<file path="src/rtl/if_id_stage.sv">
// Instruction-fetch front end and IF/ID pipeline register for the 5-stage RV32 core.
// Owns the PC, drives the same-cycle instruction-memory handshake, applies ID branch
// redirects and hazard-unit stalls, and presents the latched instruction to ID.
// Optional build macro FETCH_PERF_CNT_EN adds fetch/bubble performance counters.
module if_id_stage #(
   parameter logic [31:0] RESET_PC = 32'h0000_0000,
   parameter logic [31:0] NOP_INS  = 32'h0000_0013
) (
   input  logic        clk_i,
   input  logic        rst_i,
   input  logic        start_i,
   input  logic        stall_i,
   input  logic        branch_i,
   input  logic [31:0] branch_target_i,
   output logic        imem_req_o,
   output logic [31:0] imem_addr_o,
   input  logic        imem_ready_i,
   input  logic [31:0] imem_data_i,
   output logic [31:0] pc_o,
   output logic [31:0] ins_o,
   output logic        valid_o
`ifdef FETCH_PERF_CNT_EN
   ,
   output logic [31:0] fetch_cnt_o,
   output logic [31:0] bubble_cnt_o
`endif
);

   typedef enum logic {StIdle, StRun} state_e;

   state_e      state_q, state_d;
   logic [31:0] pc_q, pc_d;
   logic [31:0] id_pc_q, id_pc_d;
   logic [31:0] id_ins_q, id_ins_d;
   logic        id_valid_q, id_valid_d;
   logic        fetch_done;
   logic        load_fetch;
   logic        load_bubble;

   assign imem_req_o  = (state_q == StRun) && !stall_i;
   assign imem_addr_o = pc_q;
   assign fetch_done  = imem_req_o && imem_ready_i;

   assign pc_o    = id_pc_q;
   assign ins_o   = id_ins_q;
   assign valid_o = id_valid_q;

   // Next-state: stall beats branch beats fetch; anything else loads a bubble.
   always_comb begin
      state_d     = state_q;
      pc_d        = pc_q;
      id_pc_d     = id_pc_q;
      id_ins_d    = id_ins_q;
      id_valid_d  = id_valid_q;
      load_fetch  = 1'b0;
      load_bubble = 1'b0;
      unique case (state_q)
         StIdle: begin
            if (start_i) begin
               state_d = StRun;
            end
         end
         StRun: begin
            if (stall_i) begin
               // Hold everything; ID re-presents any branch once the stall clears.
            end else if (branch_i) begin
               pc_d        = {branch_target_i[31:2], 2'b00};
               id_pc_d     = 32'h0;
               id_ins_d    = NOP_INS;
               id_valid_d  = 1'b0;
               load_bubble = 1'b1;
            end else if (fetch_done) begin
               id_pc_d    = pc_q;
               id_ins_d   = imem_data_i;
               id_valid_d = 1'b1;
               pc_d       = pc_q + 32'd4;
               load_fetch = 1'b1;
            end else begin
               id_pc_d     = 32'h0;
               id_ins_d    = NOP_INS;
               id_valid_d  = 1'b0;
               load_bubble = 1'b1;
            end
         end
         default: begin
            state_d = StIdle;
         end
      endcase
   end

   // State, PC and IF/ID register with synchronous active-low reset.
   always_ff @(posedge clk_i) begin
      if (!rst_i) begin
         state_q    <= StIdle;
         pc_q       <= RESET_PC;
         id_pc_q    <= 32'h0;
         id_ins_q   <= NOP_INS;
         id_valid_q <= 1'b0;
      end else begin
         state_q    <= state_d;
         pc_q       <= pc_d;
         id_pc_q    <= id_pc_d;
         id_ins_q   <= id_ins_d;
         id_valid_q <= id_valid_d;
      end
   end

`ifdef FETCH_PERF_CNT_EN
   logic [31:0] fetch_cnt_q;
   logic [31:0] bubble_cnt_q;

   // Performance counters; both wrap naturally at 2^32.
   always_ff @(posedge clk_i) begin
      if (!rst_i) begin
         fetch_cnt_q  <= 32'h0;
         bubble_cnt_q <= 32'h0;
      end else begin
         if (load_fetch) begin
            fetch_cnt_q <= fetch_cnt_q + 32'd1;
         end
         if (load_bubble) begin
            bubble_cnt_q <= bubble_cnt_q + 32'd1;
         end
      end
   end

   assign fetch_cnt_o  = fetch_cnt_q;
   assign bubble_cnt_o = bubble_cnt_q;
`else
   logic unused_cnt;
   assign unused_cnt = load_fetch ^ load_bubble;
`endif

endmodule

</file>
<file path="config.mk">
export PLATFORM = sky130hd
export DESIGN_NAME = if_id_stage
export DESIGN_NICKNAME = d
export VERILOG_FILES = /design/src/rtl/if_id_stage.sv
export SDC_FILE = /design/constraint.sdc
export NUM_CORES = 1
export LEC_CHECK = 0
export CAP_MARGIN = 5
export CORE_MARGIN = 4
export CORE_UTILIZATION = 60
export DETAILED_ROUTE_END_ITERATION = 7
export DONT_BUFFER_PORTS = 1
export PLACE_DENSITY = 0.76
export SYNTH_ARGS = -nofsm -noshare
export SYNTH_HDL_FRONTEND = slang
export SYNTH_SLANG_ARGS = --single-unit
export TNS_END_PERCENT = 20
</file>
<file path="constraint.sdc">
create_clock -name clk_i -period 2.7 [get_ports clk_i]
set_input_delay 0.27 -clock clk_i [delete_from_list [all_inputs] [get_ports clk_i]]
set_output_delay 0.27 -clock clk_i [all_outputs]
set_load 0.01 [all_outputs]
</file>
* After elaboration in Yosys (flattened, before gate mapping)
Cells that the tools add are included.
Widths: inputs -> output; s select.
** Word-level totals
- Register bits :: 98
- Input port bits :: 70
- Output and inout bits :: 98
- Word-level logic and storage cells :: 23
** Operators by class
- Add/sub/neg operators :: 1
- Mux-type cells :: 10
- Bitwise gates (word level) :: 1
- Reduce and logical (&&, ||, !) cells :: 6
** Operator list (count)
- $mux 32 :: 6
- $add 32x3->32 const B :: 1
- $mux 1 :: 4
- $reduce_and 3->1 :: 1
- $logic_and 1x1->1 :: 2
- $reduce_and 2->1 :: 1
- $reduce_bool 2->1 :: 1
- $logic_not 1->1 :: 1
- $not 1->1 :: 1

* Logic depth before layout (Yosys ltp)
- Depth in word-level cells :: 5
- Mapped depth :: 7
- Gate-level depth less buffers :: 6

* Worst setup path before layout
OpenSTA, ideal clock, no wires.
- Path kind :: reg2reg
- Start :: register pc_q[2] (netlist: imem_addr_o[2])
- End :: register pc_q[24] (netlist: imem_addr_o[24])
- Library setup time :: 74 ps
- Data arrival time :: 1750 ps
- Required time :: 2626 ps
- Setup slack :: 876 ps
- Stages on the path, launching flop included :: 7
- Path buffers :: 0
- Clock period less this slack :: 1824 ps
- Cell sequence :: dfxtp_1 > ha_1 > nand2_1 > nor4_1 > nand3_1 > or3_1 > a31oi_1
** On the way
- Word-level cells in the longest chain between the ends :: 3
** Ends and longest elaborated chain
- start, declared :: line 32 : logic [31:0] pc_q, pc_d;
- start signal, assigned :: line 101 : pc_q <= pc_d;
- $add 32x3->32 :: line 76 : pc_d = pc_q + 32'd4;
- $mux 32 :: line 72 : end else if (fetch_done) begin
- $mux 32 :: line 66 : end else if (branch_i) begin
No other way between the ends. The select of a mux whose other input is x is not followed.
A chain may end at the register's enable or synchronous reset.

* Worst setup path after layout
- Start :: register pc_q[3] (netlist: imem_addr_o[3])
- End :: register pc_q[22] (netlist: imem_addr_o[22])
Same word-level chain as after synthesis.

==> impl_metrics.py <==
metrics = {
    "worst_setup_path": {
        "crit_path_max_fanout": 8,
        "crit_chain": "ha_1, and4_1, nand2_1, nor4_1, a311oi_1, nor3_1",
        "r2r.worst_path.cells": 6,
        "max_stage_delay_ns": 0.54,
        "cpMaxStageDelayCell": "dfxtp_1",
        "worst_r2r_endpoint": "imem_addr_o[22]$_SDFFE_PN0P_",
        "reg2reg_from": "imem_addr_o[3]$_SDFFE_PN0P_",
        "cp.arrival_ns": 2.56,
        "cp-start-kind": "flip-flop",
        "reg2reg_slack_ns": 0.43,
        "crit_start": "imem_addr_o[3]$_SDFFE_PN0P_",
        "worstSetupPathType": "flip-flop to flip-flop",
        "crit_path_end": "imem_addr_o[22]$_SDFFE_PN0P_",
        "cp-end-kind": "flip-flop",
        "worstPathRequired_ns": 2.98,
    },
    "power": {
        "powerDensity_nw_per_um2": 600.2,
        "power_leakage_nw": 1.488,
        "irDropWorstVdd_uv": 364.3,
    },
    "detailed_routing": {
        "wl_met3_mm": 1.050,
        "vias_per_cell": 6.575,
        "routed-wl-met2_mm": 5.447,
        "via_count": 3807,
        "drc": 0,
        "drt_wl_total_mm": 11.23,
        "firstDrtPassIters": 6,
        "wl_met1_mm": 4.547,
        "postRouteAntennaNets": 0,
        "top_layer_used": "met4",
        "wl_per_cell_um": 19.40,
        "drtIter0Drc": 280,
    },
    "synth": {
        "netlist-cell-type-count": 55,
        "synthTopCellsByArea": "dfxtp_1 (45%), a22oi_1 (11%), nor2_1 (7.5%)",
        "seq_area_frac_synth_pct": 45.45,
        "synth_flop_cell": "dfxtp_1",
        "synth_cells": 502,
        "async_flop_share_pct": 0,
        "yosys_warnings": 0,
        "avgSynthCellArea_um2": 8.335,
        "synth_area_um2": 4184,
        "yosysTopAreaCellShare_pct": 45.45,
        "synth_edf_count": 0,
        "ys_seq_elements": 95,
        "synth_top_area_cell": "dfxtp_1",
    },
    "timing": {
        "setup_viol": 0,
        "max_slew_margin_pct": 57.30,
        "skew_ns": 0.01112,
        "timing.final.crit_share_pct": 84.21,
        "fmax_mhz": 439.8,
        "fin_crit_ns": 2.274,
        "whs_ns": 0.03084,
        "finalHoldViolations": 0,
        "maxSlewViolCount": 0,
        "tightest_slew_ns": 0.6405,
        "fin_tns_setup_ns": 0,
        "grt_setup_unrepaired": "false",
    },
    "die": {
        "rows": 30,
        "die_y_um": 91.51,
        "core_area_um2": 6794,
        "dieWidth_um": 91.51,
        "pin_count": 168,
        "dieArea_um2": 8373,
        "start_util_pct": 61.58,
    },
    "clock_network": {
        "post_cts_resized": 0,
        "clockBufferDepth": 2,
        "clk_latency_ns": 0.36,
        "cts_root_buffer": "clkbuf_8",
        "cts_tree": "yes",
        "cts.sinks": 95,
        "h-tree-depth": 3,
        "clk_pin_slew_ns": 0.10,
        "numCtsBuffers": 9,
    },
    "global_routing": {
        "grt_pass1_vias": 3624,
        "grt_pass1_wl_mm": 18.25,
        "grt_use_total_pct": 26.64,
        "antenna_found_initial": 0,
        "grt_max_degree": 66,
        "overflow": 0,
    },
    "layout": {
        "multi_input_area_um2": 2098,
        "area_delta_synth_final_pct": 5.921,
        "fin_nets": 549,
        "fillers": 591,
        "layout-drive-gt1-share_pct": 7.261,
        "seq_area_um2": 1902,
    },
    "min_path": {
        "hp-class": "primary input to flip-flop",
    },
    "flow_run": {
        "drv_cap": 0,
    },
    "placement": {
        "gp_congestion": 0.8718,
        "portBuffers": 0,
        "hpwlAfterDp_mm": 7.643,
    },
    "run_status": {
        "status": "finished, final reports clean",
    },
}
-- synthesized netlist by cell type (3+ instances only) --
library cell / count
o21a_1: 3
a311oi_1: 3
nor2_1: 84
clkbuf_1: 35
o21ai_0: 22
a21oi_1: 24
buf_1: 3
o31ai_1: 3
nor4_1: 7
nor2b_1: 3
nand3_1: 15
buf_4: 3
a31oi_1: 11
a22oi_1: 61
buf_2: 3
or3_1: 3
o22ai_1: 3
mux2i_1: 5
dfxtp_1: 95
nand3b_1: 3
nand4_1: 9
nand2_1: 41
o41ai_1: 3
inv_1: 4
a211oi_1: 3
and3_1: 9
o211ai_1: 6
nand2b_1: 3
nor3b_1: 4
-- repair_timing --
item | CTS | global route
setup buffers | 0 | 0
hold buffers | 1 | 0
hold endpoints to repair | 3 | 0
-- metrics by stage --
step	total power, mW	instance area, um2	util, %	cells	setup WS (ns)
4_1_cts	2.675	4429	65.19	578	0.4569
3_3_place_gp	1.661	4203	61.86	562	0.5331
2_1_floorplan	1.638	4188	-	503	0.8762
5_1_grt	2.761	4429	65.19	578	0.2109
3_5_place_dp	1.667	4203	61.86	562	0.4999
6_report	2.660	4432	65.23	579	0.4263
-- cells in the final DEF, fill, tap and decap left out, types with 4 or more instances in the layout --
cell	netlist	routed
nand3_1	15	15
nand4_1	9	9
a21oi_1	24	24
nor3b_1	4	4
a31oi_1	11	11
dfxtp_1	95	95
and3_1	9	9
nor4_1	7	7
mux2i_1	5	5
o211ai_1	6	6
nand2_1	41	41
clkbuf_8	0	9
buf_4	3	9
nor2_1	84	84
o21ai_0	22	21
a22oi_1	61	61
-- metal layers --
| metal | up-vias | track usage, % |
|---|---|---|
| li1 | 1789 | - |
| met3 | 19 | 7.457 |
| met4 | 0 | 10.05 |
| met2 | 180 | 42.06 |
| met1 | 1819 | 34.53 |
| met5 | - | 0 |
-- how the worst min path moves through the flow --
stage	startpoint	to	slack [ns]	cells after the start
final	imem_data_i[0]	ins_o[0]$_SDFFE_PN1N_	0.03	2
after global routing	imem_data_i[4]	ins_o[4]$_SDFFE_PN1N_	0.02	2
after CTS	imem_data_i[0]	ins_o[0]$_SDFFE_PN1N_	0.02	2
after detailed placement	rst_i	ins_o[0]$_SDFFE_PN1N_	0.34	1
after global placement	rst_i	ins_o[1]$_SDFFE_PN1N_	0.33	1
after floorplan	start_i	state_q$_SDFF_PN0_	0.39	2
-- flip-flops by register name, indices dropped and copies added (netlist names) --
signal and count:
imem_addr_o 30, ins_o 32, pc_o 31, state_q 1
valid_o 1
-- cells by family (layout without fill, tap and decap cells) --
family | count (synthesis) | after routing | share of synthesized area (%)
simple gates | 196 | 196 | 23.06
compound gates | 154 | 154 | 25.00
flops | 95 | 95 | 45.45
buf+inv | 50 | 29 | 4.904
mux | 5 | 5 | 1.196
fa+ha+maj | 1 | 1 | 0.2990
other cells | 1 | 3 | 0.08963
-- worst max-delay path, delay by kind of cell (launching register included) --
kind | cells | cell delay (ns)
fa+ha+maj | 1 | 0.32
simple gates | 4 | 1.14
compound gates | 1 | 0.19
flops | 1 | 0.54
-- cell type report --
type                    count  area share, %
diodes                      1        0.05647
clock buffers               9          2.795
clock inverters             6          2.089
inverters                   4         0.3388
multi-input cells         358          47.35
flip-flops and latches     95          42.91
well taps                  96          2.710
repair buffers             10          1.750
-- power breakdown --
part	total, mW	switching (mW)	leakage, nW	internal [mW]
registers	1.49	0.0579	0.768	1.43
clock network	1.02	0.500	0.102	0.523
logic	0.151	0.0945	0.617	0.0569
(Power assumes the default switching activity.)
